$ cat config.mk
export PLATFORM = sky130hd
export DESIGN_NAME = fetch_queue
export DESIGN_NICKNAME = d
export VERILOG_FILES = /design/src/rtl/fetch_pkg.sv /design/src/rtl/fq_fifo.sv /design/src/rtl/fetch_queue.sv
export SDC_FILE = /design/constraint.sdc
export NUM_CORES = 1
export LEC_CHECK = 0
export CAP_MARGIN = 30
export CORE_MARGIN = 2
export CORE_UTILIZATION = 63
export DETAILED_ROUTE_END_ITERATION = 8
export GPL_ROUTABILITY_DRIVEN = 1
export PLACE_DENSITY = 0.9
export SLEW_MARGIN = 40
export SYNTH_ARGS = -nofsm -noshare
export SYNTH_HDL_FRONTEND = slang
export SYNTH_SLANG_ARGS = --single-unit
$ cat constraint.sdc
create_clock -name clk -period 4.7 [get_ports clk]
set_input_delay 0.47 -clock clk [delete_from_list [all_inputs] [get_ports clk]]
set_output_delay 0.47 -clock clk [all_outputs]
set_load 0.03 [all_outputs]
$ cat src/rtl/fetch_pkg.sv
// Shared types and constants for the instruction-fetch queue.
package fetch_pkg;

    localparam int INSTR_W = 32;
    localparam int XLEN    = 64;
    localparam int PC_STEP = 4;

    typedef enum logic [0:0] {
        FQ_RUN   = 1'b0,
        FQ_DRAIN = 1'b1
    } fq_state_t;

    typedef struct packed {
        logic [XLEN-1:0]    pc;
        logic [INSTR_W-1:0] instr;
    } fq_entry_t;

    function automatic logic [XLEN-1:0] pc_next(input logic [XLEN-1:0] pc);
        return pc + XLEN'(PC_STEP);
    endfunction

endpackage

$ cat src/rtl/fq_fifo.sv
// Synchronous (pc, instr) FIFO whose head is held in a register so that
// the head entry stays stable (and keeps its last value once empty).
module fq_fifo
    import fetch_pkg::*;
#(
    parameter int DEPTH = 4,
    parameter int CNT_W = $clog2(DEPTH + 1)
) (
    input  logic             clk,
    input  logic             rst_n,
    input  logic             push,
    input  fq_entry_t        push_data,
    input  logic             pop,
    input  logic             flush,
    output logic             full,
    output logic             empty,
    output logic [CNT_W-1:0] count,
    output fq_entry_t        head
);

    localparam int PTR_W = (DEPTH > 1) ? $clog2(DEPTH) : 1;

    fq_entry_t        r_mem [DEPTH];
    logic [PTR_W-1:0] r_wr_ptr;
    logic [PTR_W-1:0] r_rd_ptr;
    logic [CNT_W-1:0] r_count;
    fq_entry_t        r_head;

    logic             w_do_pop;
    logic [PTR_W-1:0] w_rd_ptr_nxt;
    logic [CNT_W-1:0] w_cnt_after_pop;
    logic [CNT_W-1:0] w_count_nxt;
    fq_entry_t        w_head_nxt;

    assign w_do_pop = pop && (r_count != '0);
    assign full     = (r_count == CNT_W'(DEPTH));
    assign empty    = (r_count == '0);
    assign count    = r_count;
    assign head     = r_head;

    // Next pointer/count and next head: an existing entry wins over a new push.
    always_comb begin
        w_rd_ptr_nxt    = r_rd_ptr + PTR_W'(w_do_pop);
        w_cnt_after_pop = r_count - CNT_W'(w_do_pop);
        w_count_nxt     = w_cnt_after_pop + CNT_W'(push);
        if (w_cnt_after_pop != '0) begin
            w_head_nxt = r_mem[w_rd_ptr_nxt];
        end else if (push) begin
            w_head_nxt = push_data;
        end else begin
            w_head_nxt = r_head;
        end
    end

    // Storage, pointers and registered head.
    always_ff @(posedge clk or negedge rst_n) begin
        if (!rst_n) begin
            for (int i = 0; i < DEPTH; i++) begin
                r_mem[i] <= '0;
            end
            r_wr_ptr <= '0;
            r_rd_ptr <= '0;
            r_count  <= '0;
            r_head   <= '0;
        end else if (flush) begin
            r_wr_ptr <= '0;
            r_rd_ptr <= '0;
            r_count  <= '0;
        end else begin
            if (push) begin
                r_mem[r_wr_ptr] <= push_data;
                r_wr_ptr        <= r_wr_ptr + PTR_W'(1'b1);
            end
            r_rd_ptr <= w_rd_ptr_nxt;
            r_count  <= w_count_nxt;
            r_head   <= w_head_nxt;
        end
    end

endmodule

$ cat src/rtl/fetch_queue.sv
// Instruction-fetch front end: credit-limited sequential fetch, in-order
// response buffering and wrong-path discard on redirect.
// Optional 0-cycle response bypass: define FETCH_QUEUE_BYPASS_EN.
module fetch_queue
    import fetch_pkg::*;
#(
    parameter int          DEPTH    = 4,
    parameter int          MAX_OUT  = 2,
    parameter logic [63:0] RESET_PC = 64'h0
) (
    input  logic                clk,
    input  logic                reset,
    input  logic                redirect_valid,
    input  logic [XLEN-1:0]     redirect_pc,
    output logic                mem_req_valid,
    output logic [XLEN-1:0]     mem_req_addr,
    input  logic                mem_req_ready,
    input  logic                mem_rsp_valid,
    input  logic [INSTR_W-1:0]  mem_rsp_data,
    output logic                out_valid,
    output logic [XLEN-1:0]     out_pc,
    output logic [INSTR_W-1:0]  out_instr,
    input  logic                out_ready
);

    localparam int CNT_W = $clog2(DEPTH + 1);
    localparam int OUT_W = $clog2(MAX_OUT + 1);

    logic [XLEN-1:0]  r_fetch_pc;
    logic [XLEN-1:0]  r_resp_pc;
    logic [OUT_W-1:0] r_outstanding;
    logic [OUT_W-1:0] r_discard;
    fq_state_t        r_state;
    logic             r_started;

    logic [CNT_W-1:0] w_fifo_count;
    logic             w_fifo_full;
    logic             w_fifo_empty;
    fq_entry_t        w_fifo_head;
    fq_entry_t        w_push_data;
    logic [31:0]      w_inflight;
    logic             w_credit;
    logic             w_fire;
    logic             w_rsp;
    logic             w_drop;
    logic             w_accept;
    logic             w_bypass;
    logic             w_push;
    logic             w_pop;
    logic [OUT_W-1:0] w_out_after_rsp;

    // Slots already claimed: buffered words plus in-flight words that will be kept.
    assign w_inflight = 32'(w_fifo_count) + 32'(r_outstanding) - 32'(r_discard);
    assign w_credit   = (32'(r_outstanding) < 32'(MAX_OUT)) && (w_inflight < 32'(DEPTH));

    assign mem_req_valid = r_started && w_credit && !redirect_valid;
    assign mem_req_addr  = r_fetch_pc;
    assign w_fire        = mem_req_valid && mem_req_ready;

    assign w_rsp           = mem_rsp_valid && (r_outstanding != '0);
    assign w_out_after_rsp = r_outstanding - OUT_W'(w_rsp);
    assign w_drop          = redirect_valid || (r_state == FQ_DRAIN);
    assign w_accept        = w_rsp && r_started && !w_drop;

`ifdef FETCH_QUEUE_BYPASS_EN
    assign w_bypass = w_accept && w_fifo_empty && out_ready;
`else
    assign w_bypass = 1'b0;
`endif

    assign w_pop       = !w_fifo_empty && out_ready;
    assign w_push      = w_accept && !w_bypass && (!w_fifo_full || w_pop);
    assign w_push_data = '{pc: r_resp_pc, instr: mem_rsp_data};

    assign out_valid = w_bypass || !w_fifo_empty;
    assign out_pc    = w_bypass ? r_resp_pc    : w_fifo_head.pc;
    assign out_instr = w_bypass ? mem_rsp_data : w_fifo_head.instr;

    fq_fifo #(
        .DEPTH (DEPTH),
        .CNT_W (CNT_W)
    ) u_fifo (
        .clk       (clk),
        .rst_n     (reset),
        .push      (w_push),
        .push_data (w_push_data),
        .pop       (w_pop),
        .flush     (redirect_valid),
        .full      (w_fifo_full),
        .empty     (w_fifo_empty),
        .count     (w_fifo_count),
        .head      (w_fifo_head)
    );

    // Fetch/response PCs, request accounting and RUN/DRAIN control.
    always_ff @(posedge clk or negedge reset) begin
        if (!reset) begin
            r_fetch_pc    <= RESET_PC;
            r_resp_pc     <= RESET_PC;
            r_outstanding <= '0;
            r_discard     <= '0;
            r_state       <= FQ_RUN;
            r_started     <= 1'b0;
        end else begin
            r_started <= 1'b1;
            if (redirect_valid) begin
                // Everything still in flight after this cycle belongs to the old path.
                r_fetch_pc    <= redirect_pc;
                r_resp_pc     <= redirect_pc;
                r_outstanding <= w_out_after_rsp;
                r_discard     <= w_out_after_rsp;
                r_state       <= (w_out_after_rsp != '0) ? FQ_DRAIN : FQ_RUN;
            end else begin
                if (w_fire) begin
                    r_fetch_pc <= pc_next(r_fetch_pc);
                end
                if (w_accept) begin
                    r_resp_pc <= pc_next(r_resp_pc);
                end
                r_outstanding <= w_out_after_rsp + OUT_W'(w_fire);
                case (r_state)
                    FQ_DRAIN: begin
                        if (w_rsp) begin
                            r_discard <= r_discard - OUT_W'(1'b1);
                            r_state   <= (r_discard == OUT_W'(1'b1)) ? FQ_RUN : FQ_DRAIN;
                        end
                    end
                    FQ_RUN:  r_state <= FQ_RUN;
                    default: r_state <= FQ_RUN;
                endcase
            end
        end
    end

endmodule
==> results.txt <==
Register area share after synthesis: 53.02%
Yosys top cell by area: dfrtp_1
DR vias: 21130
Type of destination of the critical path: output pin
CP max stage cell: clkdlybuf4s50_1
Worst Skew: 0.01642 ns
Row cnt: 79
Startpoint Class: flip-flop
Average cell area after synthesis: 12.52 µm²
Post-synth EDFFs: 0
Warnings from Yosys: 0
Commonest non-fill, non-tap cell in the layout: dfrtp_1
Period utilization: 89.59%
Post-DP HPWL: 51.89 mm
Post-Synthesis Cells: 2341
Critical path arrival: 3.74 ns
RSZ-0062 raised after global routing: no
Cts bufs inserted: 59
DRT Pass-1 Iters: 8
P_leak: 15.36 nW
Final WL: 81.05 mm
Seq cells post-synth: 621
Worst Max-Slew Pin Slew: 0.8519 ns
CP most frequent cell: inv_1
Share of layout cells above drive strength 1: 25.10%
DRC viols: 0
Share of the synthesized area in the top cell type: 53.02%
Tmin final: 4.211 ns
Worst EP required: 4.23 ns
Vias per cell: 6.629
Synth async-reset ratio: 100.0%
Max-slew violations: 0
Layout area overhead: 17.38%
PnR Total Power: 0.02159 W
First-pass GRT wire length: 126.2 mm
Total of max-cap violations: 0
Max transition margin: 43.15%
I/O pins: 264
Nets: 2653
Setup TNS after final layout: 0 ns
Initial Util: 63.36%
Port Buffers: 263
Wire per inst: 25.42 µm
Total GRT Usage: 34.29%
Syn nets: 2462
Post-Syn Area: 0.02931 mm²
Post-CTS sizing: 0
Clock Root Buffer: clkbuf_16
Synth cell types: 69
Die width: 219.7 µm
Largest net degree at the start of global routing: 145
GRT overflow: 0
Antenna viol nets, final: 0
Most frequent cells in the layout: 621 x dfrtp_1, 381 x mux2_2, 261 x clkdlybuf4s50_1
FMAX: 237.5 MHz
CTS clk-pin slew, worst paths: 0.07 ns
H-tree depth: 2
Crit-path max FO: 4
Hold Crit Class: in2async
DIE HEIGHT: 219.7 µm
Clock sink total: 621
Worst vdd ir: 0.0008934 V
Core area: 0.04626 mm²
CP Class: reg2out
CTS Buffer Depth: 3
Dominant synthesized flop cell: dfrtp_1
Worst path max stage delay: 0.78 ns
Initial drt markers: 2486
Vias in the first global route: 22300
Worst hold-check slack: 0.3336 ns
Critical path cell sequence: inv_1 > fa_1 > inv_1 > ha_1 > nand3b_1 > a211o_1 > a21boi_0 > clkdlybuf4s50_1
Initial antenna violation count: 4
Hold Vio Cnt, Final: 0
GPL Wtd Cong: 0.9286
Die area: 0.04826 mm²
Status: completed
Clk Latency, worst-skew pair: 0.62 ns
CTS tree: built
Top post-synthesis cells by area: dfrtp_1 53%, mux2_2 15%, mux4_2 7.4%
Pwr Density: 627.5 mW/mm²
Final Setup Violations: 0
-- metrics by stage --
step	std cells	setup WS (ns)	utilization, %	area [µm²]
4_1_cts	3184	0.5590	74.30	34370
6_report	3188	0.4892	74.37	34400
5_1_grt	3188	0.4618	74.37	34400
3_5_place_dp	3076	1.083	70.16	32450
2_1_floorplan	2341	1.533	-	29310
3_3_place_gp	3075	1.182	70.09	32420
-- worst paths after layout --
kind                                        start                end  slack [ns]  cells past startpoint
worst max register to register   r_outstanding[1]   mem_req_addr[38]        1.13                     13
min in group clk                  redirect_pc[49]   mem_req_addr[49]        0.46                      3
max in group asynchronous                   reset  u_fifo.r_mem[177]        3.42                      3
worst min register to register  u_fifo.r_mem[150]  u_fifo.r_mem[150]        0.49                      2
worst max-delay path             r_outstanding[1]      mem_req_valid        0.49                      8
worst min-delay path                        reset   mem_req_addr[13]        0.33                      2
-- per-layer routing --
metal  share of wire [%]  GRT usage [%]  vias to the layer above
met2                  48          54.66                     1257
met5               0.014              0                        -
li1                    -              -                     8822
met4                 4.5          16.13                        2
met1                  38          44.99                    10760
met3                 9.0          8.019                      297
-- power breakdown --
| part | internal, W | total (W) | leakage, nW | switching (W) |
|---|---|---|---|---|
| sequential | 0.00644 | 0.00727 | 8.02 | 0.000831 |
| combinational | 0.00416 | 0.00954 | 6.40 | 0.00539 |
| clock | 0.00272 | 0.00477 | 0.938 | 0.00206 |
| total | 0.0133 | 0.0216 | 15.4 | 0.00827 |
-- synthesized netlist by cell type (all sizes together) (6+ instances only) --
master	instances
and3	14
xor2	30
o311ai	10
mux2	381
or4	9
nor3	40
mux2i	97
clkbuf	84
a21boi	7
inv	39
and2	10
nor2	147
dfrtp	621
a21oi	115
nor4	22
and4	9
or3	6
nand2	154
xnor2	54
o21ai	95
mux4	96
buf	91
nand3	68
o211ai	25
nand4	43
a31oi	6
ha	18
-- state kept, by name, indices dropped and copies added (netlist names), 3 cells and up --
| name | cells |
|---|---|
| u_fifo.count | 3 |
| u_fifo.r_mem | 384 |
| mem_req_addr | 64 |
| u_fifo.head | 96 |
| r_resp_pc | 64 |
-- worst max-delay path: cells and delay by family, from the launching register on --
kind,cells,cell delay [ns]
AOI/OAI and AO/OA,2,0.88
adders and majority gates,2,0.80
buffers and inverters,3,0.92
DFF,1,0.42
and+or+nand+nor,1,0.10
-- cells by family (layout without fill, tap and decap cells) --
logic type               Yosys count  in the layout  share of synthesized area, %
XOR/XNOR                          84             84                         2.510
other                              1              4                       0.01279
adder cells (fa/ha/maj)           19             19                        0.8367
buffers and inverters            215            452                         3.326
AO/OA/AOI/OAI                    282            282                         5.614
AND/OR/NAND/NOR                  545            545                         9.353
flip-flops                       621            621                         53.02
multiplexers                     574            574                         25.33
-- what timing repair did --
action                                 CTS  global route
hold buffers                             1             0
setup buffers                            0             0
endpoints found under the hold margin   22             0
-- layout make-up --
| class | instances | area [µm²] |
|---|---|---|
| clock buffers | 93 | 1757 |
| multi-input cells | 1505 | 12870 |
| clock inverters | 14 | 151.4 |
| diodes | 3 | 7.507 |
| fillers | 2724 | 11860 |
| well taps | 607 | 759.5 |
| inverters | 39 | 146.4 |
| flip-flops and latches | 621 | 15540 |
| repair buffers | 306 | 3168 |
No activity file was read; power rests on OpenSTA's default activity.
